--- config.mk ---
export PLATFORM = sky130hd
export DESIGN_NAME = dcache_flush_unit
export DESIGN_NICKNAME = d
export VERILOG_FILES = /design/src/rtl/ariane_pkg.sv /design/src/rtl/dcache_flush_unit_walker.sv /design/src/rtl/dcache_flush_unit.sv
export SDC_FILE = /design/constraint.sdc
export NUM_CORES = 1
export LEC_CHECK = 0
export BUFFER_PORTS_ARGS = -buffer_cell sky130_fd_sc_hd__buf_4
export CORE_ASPECT_RATIO = 1.4
export CORE_MARGIN = 2
export CORE_UTILIZATION = 31
export CTS_CLUSTER_SIZE = 28
export DETAILED_ROUTE_END_ITERATION = 10
export HOLD_SLACK_MARGIN = 0.1
export PLACE_DENSITY = 0.57
export REMOVE_ABC_BUFFERS = 1
export SLEW_MARGIN = 20
export SYNTH_ARGS = -nofsm -noshare
export SYNTH_HDL_FRONTEND = slang
export SYNTH_SLANG_ARGS = --single-unit
--- constraint.sdc ---
create_clock -name clk_i -period 2.41 [get_ports clk_i]
set_input_delay 0.241 -clock clk_i [delete_from_list [all_inputs] [get_ports clk_i]]
set_output_delay 0.241 -clock clk_i [all_outputs]
set_load 0.02 [all_outputs]
--- src/rtl/ariane_pkg.sv ---
// -----------------------------------------------------------------------------
// ariane_pkg
//   Shared D-cache definitions used by the flush responder.
//   - Default D-cache geometry (associativity, index/offset/tag widths).
//   - flush_state_e : state encoding of the flush FSM.
//   - flush_wb_req_t: packed write-back request (addr, idx, way) laid out for
//                     the default geometry.
// -----------------------------------------------------------------------------
package ariane_pkg;

    localparam int unsigned DCACHE_SET_ASSOC    = 8;
    // Index width counts the byte offset as well: set index + line offset.
    localparam int unsigned DCACHE_INDEX_WIDTH  = 12;
    localparam int unsigned DCACHE_OFFSET_WIDTH = 4;
    localparam int unsigned DCACHE_TAG_WIDTH    = 44;
    localparam int unsigned DCACHE_NUM_SETS     =
        2 ** (DCACHE_INDEX_WIDTH - DCACHE_OFFSET_WIDTH);

    typedef enum logic [2:0] {
        IDLE     = 3'd0,
        RD_TAG   = 3'd1,
        CHECK    = 3'd2,
        WB_REQ   = 3'd3,
        WB_WAIT  = 3'd4,
        INVAL    = 3'd5,
        ACK      = 3'd6,
        WAIT_LOW = 3'd7
    } flush_state_e;

    typedef struct packed {
        logic [DCACHE_TAG_WIDTH+DCACHE_INDEX_WIDTH-1:0]         addr;
        logic [DCACHE_INDEX_WIDTH-DCACHE_OFFSET_WIDTH-1:0]      idx;
        logic [$clog2(DCACHE_SET_ASSOC)-1:0]                    way;
    } flush_wb_req_t;

endpackage

--- src/rtl/dcache_flush_unit_walker.sv ---
// -----------------------------------------------------------------------------
// dcache_flush_walker
//   Set/way counter pair that walks the whole tag array during a flush.
//   Way is the inner loop; index advances when way wraps to 0.
//   NUM_WAYS must be at least 2.
//
// Ports
//   clk_i, rst_i : clock, asynchronous active-high reset
//   clr_i        : synchronous clear (same effect as reset)
//   start_i      : restart the walk at set 0 / way 0
//   adv_i        : step to the next line
//   idx_o, way_o : current set / way
//   last_o       : current line is the final set / final way
// -----------------------------------------------------------------------------
module dcache_flush_walker #(
    parameter int unsigned NUM_SETS = 256,
    parameter int unsigned NUM_WAYS = 8
) (
    input  logic                        clk_i,
    input  logic                        rst_i,
    input  logic                        clr_i,
    input  logic                        start_i,
    input  logic                        adv_i,
    output logic [$clog2(NUM_SETS)-1:0] idx_o,
    output logic [$clog2(NUM_WAYS)-1:0] way_o,
    output logic                        last_o
);

    localparam int unsigned IDX_W = $clog2(NUM_SETS);
    localparam int unsigned WAY_W = $clog2(NUM_WAYS);

    logic [IDX_W-1:0] idx_q, idx_d;
    logic [WAY_W-1:0] way_q, way_d;
    logic             idx_last, way_last;

    assign idx_last = (idx_q == IDX_W'(NUM_SETS - 1));
    assign way_last = (way_q == WAY_W'(NUM_WAYS - 1));

    always_comb begin
        idx_d = idx_q;
        way_d = way_q;
        if (clr_i || start_i) begin
            idx_d = '0;
            way_d = '0;
        end else if (adv_i) begin
            if (way_last) begin
                way_d = '0;
                idx_d = idx_last ? '0 : idx_q + IDX_W'(1);
            end else begin
                way_d = way_q + WAY_W'(1);
            end
        end
    end

    always_ff @(posedge clk_i or posedge rst_i) begin
        if (rst_i) begin
            idx_q <= '0;
            way_q <= '0;
        end else begin
            idx_q <= idx_d;
            way_q <= way_d;
        end
    end

    assign idx_o  = idx_q;
    assign way_o  = way_q;
    assign last_o = idx_last && way_last;

endmodule

--- src/rtl/dcache_flush_unit.sv ---
// -----------------------------------------------------------------------------
// dcache_flush_unit
//   Responder side of the D-cache flush handshake. On a level flush request it
//   reads every set/way of the tag array, writes back dirty lines, invalidates
//   every line, then pulses flush_ack_o for one cycle and waits for the request
//   to drop before going idle again.
//
// Ports
//   clk_i, rst_i, clr_i      : clock, async active-high reset, sync clear
//   flush_i / flush_ack_o    : flush request (level) / completion pulse
//   busy_o                   : any state other than IDLE
//   arr_req_o/arr_gnt_i/arr_we_o/arr_idx_o/arr_way_o : tag-array access
//   arr_valid_i/arr_dirty_i/arr_tag_i : read data, one cycle after read grant
//   wb_req_o/wb_addr_o/wb_idx_o/wb_way_o/wb_gnt_i/wb_done_i : write-back path
//   wb_count_o               : dirty lines written back by the last flush
//
// Build option
//   DCACHE_FLUSH_STATS_EN : when defined, wb_count_o is a 32-bit saturating
//   count of completed write-backs; otherwise it is tied to 0.
// -----------------------------------------------------------------------------
module dcache_flush_unit
    import ariane_pkg::*;
#(
    parameter int unsigned NUM_SETS    = DCACHE_NUM_SETS,
    parameter int unsigned NUM_WAYS    = DCACHE_SET_ASSOC,
    parameter int unsigned TAG_W       = DCACHE_TAG_WIDTH,
    parameter int unsigned LINE_OFFSET = DCACHE_OFFSET_WIDTH,
    parameter int unsigned ADDR_W      = TAG_W + $clog2(NUM_SETS) + LINE_OFFSET
) (
    input  logic                        clk_i,
    input  logic                        rst_i,
    input  logic                        clr_i,
    input  logic                        flush_i,
    output logic                        flush_ack_o,
    output logic                        busy_o,
    output logic                        arr_req_o,
    input  logic                        arr_gnt_i,
    output logic                        arr_we_o,
    output logic [$clog2(NUM_SETS)-1:0] arr_idx_o,
    output logic [$clog2(NUM_WAYS)-1:0] arr_way_o,
    input  logic                        arr_valid_i,
    input  logic                        arr_dirty_i,
    input  logic [TAG_W-1:0]            arr_tag_i,
    output logic                        wb_req_o,
    output logic [ADDR_W-1:0]           wb_addr_o,
    output logic [$clog2(NUM_SETS)-1:0] wb_idx_o,
    output logic [$clog2(NUM_WAYS)-1:0] wb_way_o,
    input  logic                        wb_gnt_i,
    input  logic                        wb_done_i,
    output logic [31:0]                 wb_count_o
);

    localparam int unsigned IDX_W = $clog2(NUM_SETS);
    localparam int unsigned WAY_W = $clog2(NUM_WAYS);

    flush_state_e     state_q, state_d;
    logic [TAG_W-1:0] tag_q, tag_d;
    logic             flush_start;
    logic             walk_adv;
    logic             walk_last;
    logic [IDX_W-1:0] walk_idx;
    logic [WAY_W-1:0] walk_way;

    dcache_flush_walker #(
        .NUM_SETS (NUM_SETS),
        .NUM_WAYS (NUM_WAYS)
    ) i_walker (
        .clk_i   (clk_i),
        .rst_i   (rst_i),
        .clr_i   (clr_i),
        .start_i (flush_start),
        .adv_i   (walk_adv),
        .idx_o   (walk_idx),
        .way_o   (walk_way),
        .last_o  (walk_last)
    );

    always_comb begin
        state_d     = state_q;
        tag_d       = tag_q;
        flush_start = 1'b0;
        walk_adv    = 1'b0;
        flush_ack_o = 1'b0;
        arr_req_o   = 1'b0;
        arr_we_o    = 1'b0;
        wb_req_o    = 1'b0;

        unique case (state_q)
            IDLE: begin
                if (flush_i) begin
                    flush_start = 1'b1;
                    state_d     = RD_TAG;
                end
            end
            RD_TAG: begin
                arr_req_o = 1'b1;
                if (arr_gnt_i) state_d = CHECK;
            end
            CHECK: begin
                if (arr_valid_i && arr_dirty_i) begin
                    tag_d   = arr_tag_i;
                    state_d = WB_REQ;
                end else begin
                    state_d = INVAL;
                end
            end
            WB_REQ: begin
                wb_req_o = 1'b1;
                // A write-back that completes in its grant cycle skips WB_WAIT.
                if (wb_gnt_i) state_d = wb_done_i ? INVAL : WB_WAIT;
            end
            WB_WAIT: begin
                if (wb_done_i) state_d = INVAL;
            end
            INVAL: begin
                arr_req_o = 1'b1;
                arr_we_o  = 1'b1;
                if (arr_gnt_i) begin
                    walk_adv = 1'b1;
                    state_d  = walk_last ? ACK : RD_TAG;
                end
            end
            ACK: begin
                flush_ack_o = 1'b1;
                state_d     = WAIT_LOW;
            end
            WAIT_LOW: begin
                // Absorbs the requester's late deassertion so it cannot re-trigger.
                if (!flush_i) state_d = IDLE;
            end
            default: state_d = IDLE;
        endcase

        if (clr_i) begin
            state_d = IDLE;
            tag_d   = '0;
        end
    end

    always_ff @(posedge clk_i or posedge rst_i) begin
        if (rst_i) begin
            state_q <= IDLE;
            tag_q   <= '0;
        end else begin
            state_q <= state_d;
            tag_q   <= tag_d;
        end
    end

    assign busy_o    = (state_q != IDLE);
    assign arr_idx_o = walk_idx;
    assign arr_way_o = walk_way;
    assign wb_idx_o  = walk_idx;
    assign wb_way_o  = walk_way;
    assign wb_addr_o = {tag_q, walk_idx, {LINE_OFFSET{1'b0}}};

`ifdef DCACHE_FLUSH_STATS_EN
    logic [31:0] wb_count_q, wb_count_d;
    logic        wb_finish;

    assign wb_finish = ((state_q == WB_WAIT) && wb_done_i) ||
                       ((state_q == WB_REQ) && wb_gnt_i && wb_done_i);

    always_comb begin
        wb_count_d = wb_count_q;
        if (clr_i || flush_start) begin
            wb_count_d = '0;
        end else if (wb_finish && (wb_count_q != 32'hFFFF_FFFF)) begin
            wb_count_d = wb_count_q + 32'd1;
        end
    end

    always_ff @(posedge clk_i or posedge rst_i) begin
        if (rst_i) wb_count_q <= '0;
        else       wb_count_q <= wb_count_d;
    end

    assign wb_count_o = wb_count_q;
`else
    assign wb_count_o = '0;
`endif

endmodule

==> results.sh, run 1 <==
export IMPL_endpoint_kind="register"
export IMPL_routed_wirelength_um=7890
export IMPL_antennaDiodeCount=0
export IMPL_synth_cell_types=40
export IMPL_antenna_found_initial=0
export IMPL_synthesis_instances=356
export IMPL_ys_seq_elements=58
export IMPL_routedWlPerCell_um=13.1
export IMPL_multi_input_area_sq_um=1230
export IMPL_area_delta_synth_final_pct=36.6
export IMPL_fin_skew_ns=0.00430
export IMPL_cts_sinks=58
export IMPL_worstSkewPairLatency_ns=0.33
export IMPL_grtUsageTotal_pct=14.6
export IMPL_post_route_min_period_ns=1.88
export IMPL_synth_top_area_cell="dfrtp_1"
export IMPL_drive_gt1_share_pct=33.2
export IMPL_hold_start="arr_tag_i[29]"
export IMPL_fin_crit_sh_pct=77.9
export IMPL_grt_pass1_wl_um=12000
export IMPL_firstDrtPassIters=4
export IMPL_die_area_sq_um=10700
export IMPL_cap_violations=0
export IMPL_htreeDepth=3
export IMPL_hpwl_um=5600
export IMPL_cts_root_buf="clkbuf_16"
export IMPL_cts_tree="yes"
export IMPL_drt_vias_per_instance=4.53
export IMPL_die_height_um=122
export IMPL_synth_commonest_cells="nand2_1 (92), dfrtp_1 (58), buf_4 (55), a21oi_1 (52), clkbuf_1 (13)"
export IMPL_power_ir_vdd_worst_uv=344
export IMPL_ys_seq_area_share_pct=47.4
export IMPL_arrival_ns=2.09
export IMPL_design_area_sq_um=4180
export IMPL_r2r_cells=5
export IMPL_rows=42
export IMPL_start_util_pct=32.2
export IMPL_cts_clk_slew_worst_paths_ns=0.05
export IMPL_regArea_sq_um=1450
export IMPL_worst_setup_path_start_kind="register"
export IMPL_tightest_slew_ns=0.563
export IMPL_die_x_um=88.0
export IMPL_netlist_area_leader_share_pct=47.4
export IMPL_drc=0
export IMPL_rr_endpoint="i_walker.idx_o[5]$_DFFE_PP0P_"
export IMPL_relSlewSlack_pct=62.4
export IMPL_fillCellCount=955
export IMPL_numCtsBuffers=9
export IMPL_power_density_nw_per_um2=559
export IMPL_nets=521
export IMPL_fin_setup_tns_ns=0
export IMPL_r2r_start="i_walker.idx_o[0]$_DFFE_PP0P_"
export IMPL_regToRegSetupSlack_ns=0.53
export IMPL_critPathRequiredTime_ns=2.62
export IMPL_vias=2727
export IMPL_critPathMaxFanout=7
export IMPL_ys_top_cells_by_area="dfrtp_1 (47%), buf_4 (13%), nand2_1 (11%), a21oi_1 (8.5%), clkbuf_1 (1.6%)"
export IMPL_post_cts_buffers=0
export IMPL_yosys_most_used_dff="dfrtp_1"
export IMPL_p_leak_nw=2.06
export IMPL_syn_mean_instance_area_sq_um=8.60
export IMPL_yosysMostFrequentCell="nand2_1"
export IMPL_ys_warn_count=0
export IMPL_async_reset_ff_share_pct=100
export IMPL_synth_edff_count=0
export IMPL_antenna_left=0
export IMPL_setup_viol=0
export IMPL_ios=168
export IMPL_path_class="reg -> reg"
export IMPL_syn_cell_area_sq_um=3060
export IMPL_worstHoldPathCells=3
export IMPL_io_buffers=131
export IMPL_gp_congestion=0.826
export IMPL_hold_path_end="tag_q[29]$_DFFE_PP0P_"
export IMPL_max_clock_path_buffers=2
export IMPL_design_core_area_sq_um=9510
export IMPL_placedInstanceArea_sq_um=3910
export IMPL_fmax_mhz=533
export IMPL_grt_pass1_vias=2479
export IMPL_grt_remaining_overflow=0
export IMPL_grt_setup_unrepaired="false"
export IMPL_drtIter0Drc=106
export IMPL_grt_max_degree=45
export IMPL_hp_class="in -> reg"
export IMPL_drv_slew=0
export IMPL_hold_viol_final=0
export IMPL_status="complete, no violations"
==> cell type report <==
type	instances	share of cell area (%)
clock inverters	3	0.359
inverters	6	0.538
well taps	132	3.95
flip-flops and latches	58	34.7
multi-input cells	253	29.5
repair buffers	137	24.9
clock buffers	13	5.98
==> how the worst max path moves through the flow <==
stage,from,to,slack (ns),depth (start not counted)
floorplan,state_q[0]$_DFFE_PP0P_,tag_q[0]$_DFFE_PP0P_,0.11,4
global placement,state_q[2]$_DFFE_PP0P_,i_walker.idx_o[3]$_DFFE_PP0P_,0.60,4
detailed placement,i_walker.idx_o[0]$_DFFE_PP0P_,i_walker.idx_o[5]$_DFFE_PP0P_,0.55,5
CTS,i_walker.idx_o[0]$_DFFE_PP0P_,i_walker.idx_o[5]$_DFFE_PP0P_,0.53,5
global route,i_walker.idx_o[0]$_DFFE_PP0P_,i_walker.idx_o[5]$_DFFE_PP0P_,0.43,5
finish,i_walker.idx_o[0]$_DFFE_PP0P_,i_walker.idx_o[5]$_DFFE_PP0P_,0.53,5
==> placed cells by master, fill, tap and decap left out, types with 4 or more instances in the layout <==
| cell type | synthesis | routed |
|---|---|---|
| and3_1 | 5 | 5 |
| nor2_1 | 12 | 12 |
| a211oi_1 | 4 | 4 |
| nand3_1 | 6 | 6 |
| o21ai_0 | 6 | 6 |
| dfrtp_1 | 58 | 58 |
| a21oi_1 | 52 | 52 |
| nand2_1 | 92 | 92 |
| clkbuf_16 | 0 | 9 |
| conb_1 | 1 | 36 |
| buf_4 | 55 | 135 |
| inv_1 | 5 | 4 |
| nand4_1 | 4 | 4 |
==> where the power goes <==
group / internal (mW) / switching, mW / leakage (nW) / total [mW]
clock: 0.717 / 0.420 / 0.133 / 1.14
combinational: 0.0838 / 0.132 / 1.12 / 0.216
sequential: 0.980 / 0.00771 / 0.809 / 0.988
total: 1.78 / 0.559 / 2.06 / 2.34
==> logic make-up after synthesis <==
logic type	count (synthesis)	share of synthesized area, %
and+or+nand+nor	139	20.2
buffers and inverters	80	16.8
AOI/OAI and AO/OA	71	13.1
DFF	58	47.4
adders and majority gates	3	1.23
xor gates and xnor gates	3	0.858
other	1	0.122
muxes	1	0.368
==> metal layers <==
metal	global-route usage, %	vias up	wire length, um
li1	-	1304	-
met1	16.9	1278	3120
met2	24.7	126	3870
met3	3.66	19	695
met4	7.58	0	204
met5	0	-	0
==> registers in the layout, summed over array words and instances, names as in the netlist <==
signal          count
tag_q              44
i_walker.idx_o      8
i_walker.way_o      3
state_q             3
==> critical path, stage by stage (launching register included) <==
cell and delay [ns]:
dfrtp_1 0.46, ha_1 0.23, nand4_1 0.21, o221a_1 0.35, and3_1 0.22, a221o_1 0.30
==> metrics by stage <==
| step | worst slack, ns | power (mW) | hold slack, ns | std cells | util, % |
|---|---|---|---|---|---|
| final | 0.534 | 2.34 | 0.155 | 602 | 44.0 |
| after global routing | 0.428 | 2.43 | 0.154 | 602 | 44.0 |
| after CTS | 0.535 | 2.38 | 0.142 | 602 | 44.0 |
| after detailed placement | 0.553 | 1.22 | 0.356 | 585 | 41.1 |
| after global placement | 0.600 | 1.22 | 0.347 | 585 | 41.1 |
| after floorplan | 0.114 | 1.10 | 0.304 | 317 | - |
==> what timing repair did <==
| action | CTS | global route |
|---|---|---|
| hold buffers | 1 | 0 |
| resized for setup | 0 | 0 |
| endpoints found under the setup margin | 0 | 0 |
| hold endpoints to repair | 23 | 0 |
Power figures use the tool's default switching activity.
==> inputs of run 2 (changes only) <==
clock period = 1.8 ns   (was 2.41 ns; I/O delays follow)
==> results.sh, run 2 (synthesis results as in run 1) <==
export IMPL_gp_congestion=0.814
export IMPL_antenna_left=0
export IMPL_sw_frac_of_total_pct=22.5
export IMPL_largest_register_ffs=44
export IMPL_drive_gt1_share_pct=33.0
export IMPL_setup_viol=0
export IMPL_p_comb_share_pct=10.6
export IMPL_critPathRequiredTime_ns=2.01
export IMPL_cts_sinks=58
export IMPL_final_cell_mix="buf_4 (146), nand2_1 (92), dfrtp_1 (57), a21oi_1 (52), conb_1 (36)"
export IMPL_drc=0
export IMPL_crit_buf_inv=0
export IMPL_vias=2898
export IMPL_grt_pass1_vias=2872
export IMPL_critPathTopFamily="compound AO/OA/AOI/OAI gates"
export IMPL_ios=168
export IMPL_fin_setup_tns_ns=0
export IMPL_final_common_cell="buf_4"
export IMPL_die_height_um=122
export IMPL_p_leak_nw=2.29
export IMPL_intPower_mw=2.65
export IMPL_worstPathCellList="ha_1 -> nand4_1 -> o221a_1 -> and3_1 -> a221o_1"
export IMPL_design_area_sq_um=4670
export IMPL_cts_root_buf="clkbuf_16"
export IMPL_critPathMaxStageDelay_ns=0.38
export IMPL_fmax_mhz=592
export IMPL_grt_remaining_overflow=0
export IMPL_routed_wirelength_um=8570
export IMPL_cts_clk_slew_worst_paths_ns=0.05
export IMPL_grt_setup_unrepaired="false"
export IMPL_cts_tree="yes"
export IMPL_path_class="reg -> reg"
export IMPL_final_util_pct=49.1
export IMPL_largest_register="tag_q"
export IMPL_worst_setup_path_start_kind="register"
export IMPL_slowest_stage="dfrtp_1"
export IMPL_start_util_pct=32.2
export IMPL_antenna_found_initial=0
export IMPL_grt_max_degree=45
export IMPL_power_net_switching_mw=0.770
export IMPL_die_x_um=88.0
export IMPL_rows=42
export IMPL_drv_slew=0
export IMPL_antennaDiodeCount=0
export IMPL_design_core_area_sq_um=9510
export IMPL_numCtsBuffers=9
export IMPL_multi_input_area_sq_um=1230
export IMPL_fin_crit_sh_pct=93.9
export IMPL_nets=567
export IMPL_p_seq_share_pct=38.5
export IMPL_max_clock_path_buffers=2
export IMPL_p_clk_share_pct=51.0
export IMPL_firstDrtPassIters=4
export IMPL_hpwl_um=5830
export IMPL_critPathMaxFanout=3
export IMPL_hp_class="in -> reg"
export IMPL_cap_violations=0
export IMPL_placedInstanceArea_sq_um=4010
export IMPL_arrival_ns=1.90
export IMPL_io_buffers=131
export IMPL_worstSkewPairLatency_ns=0.33
export IMPL_hold_viol_final=0
export IMPL_area_delta_synth_final_pct=52.4
export IMPL_grt_pass1_wl_um=13500
export IMPL_regArea_sq_um=1450
export IMPL_status="complete, no violations"
export IMPL_power_density_nw_per_um2=733
export IMPL_htreeDepth=3
export IMPL_drt_vias_per_instance=4.48
export IMPL_fin_skew_ns=0.00293
export IMPL_die_area_sq_um=10700
export IMPL_post_route_min_period_ns=1.69
export IMPL_routedWlPerCell_um=13.2
export IMPL_grtUsageTotal_pct=16.2
export IMPL_endpoint_kind="register"
export IMPL_fillCellCount=939
export IMPL_drtIter0Drc=97
export IMPL_power_ir_vdd_worst_uv=453
-- run 2: cell count changes in the layout (fill, tap and decap cells not counted) --
cell / before / now
buf_12: 1 / 2
buf_4: 135 / 146
bufinv_16: 0 / 1
clkbuf_1: 3 / 1
clkbuf_8: 1 / 3
clkinv_2: 3 / 1
dfrtp_1: 58 / 57
dfrtp_2: 0 / 1
dlygate4sd3_1: 1 / 35
-- run 2: repair_timing --
item,4_1_cts,5_1_grt
gates resized for setup,0,1
endpoints found under the hold margin,92,0
setup endpoints to repair,0,1
buffers inserted,0,0
hold buffers,35,0
-- run 2: through the flow --
step	power (mW)	worst slack [ns]	hold WS, ns	std cells
detailed placement	1.64	0.128	0.304	597
global placement	1.64	0.136	0.299	597
finish	3.42	0.110	0.108	647
CTS	3.46	0.116	0.100	647
floorplan	1.48	-0.496	0.243	317
global route	3.55	0.000888	0.109	647
-- run 2: area by class of cell --
cell class | instances | area share [%]
Timing Repair Buffer | 183 | 31.8
Sequential cell | 58 | 31.1
Multi-Input combinational cell | 253 | 26.5
Clock buffer | 13 | 5.79
Tap cell | 132 | 3.54
Clock inverter | 2 | 0.751
Inverter | 6 | 0.483
-- run 2: power groups by stage --
stage / Combinational [mW] / Clock [mW] / Sequential [mW]
after floorplan: 0.132 / 0 / 1.35
final: 0.361 / 1.74 / 1.32
after CTS: 0.363 / 1.79 / 1.31
after detailed placement: 0.301 / 0 / 1.34
after global routing: 0.396 / 1.84 / 1.31
after global placement: 0.301 / 0 / 1.34
-- run 2: layer usage --
layer  track usage, %  vias up  share of wire (%)  routed length, um
li1                 -     1401                  -                  -
met1             18.0     1354                 40               3400
met2             28.8      127                 51               4360
met3             3.39       16                7.3                624
met4             7.86        0                2.2                188
met5                0        -                  0                  0
-- run 2: final timing paths --
path / startpoint / end / slack (ns) / depth (start not counted)
max reg2reg: i_walker.idx_o[0]$_DFFE_PP0P_ / i_walker.idx_o[3]$_DFFE_PP0P_ / 0.11 / 5
min reg2reg: tag_q[8]$_DFFE_PP0P_ / tag_q[8]$_DFFE_PP0P_ / 0.52 / 2
max: i_walker.idx_o[0]$_DFFE_PP0P_ / i_walker.idx_o[3]$_DFFE_PP0P_ / 0.11 / 5
min in group asynchronous: rst_i / i_walker.idx_o[4]$_DFFE_PP0P_ / 0.50 / 4
min: arr_tag_i[26] / tag_q[26]$_DFFE_PP0P_ / 0.11 / 3
max in group asynchronous: rst_i / tag_q[2]$_DFFE_PP0P_ / 1.00 / 4
-- run 2: worst reg2reg max path, stage by stage (launching register included) --
cell	delay, ns
dfrtp_1	0.38
ha_1	0.20
nand4_1	0.14
o221a_1	0.32
and3_1	0.22
a221o_1	0.30
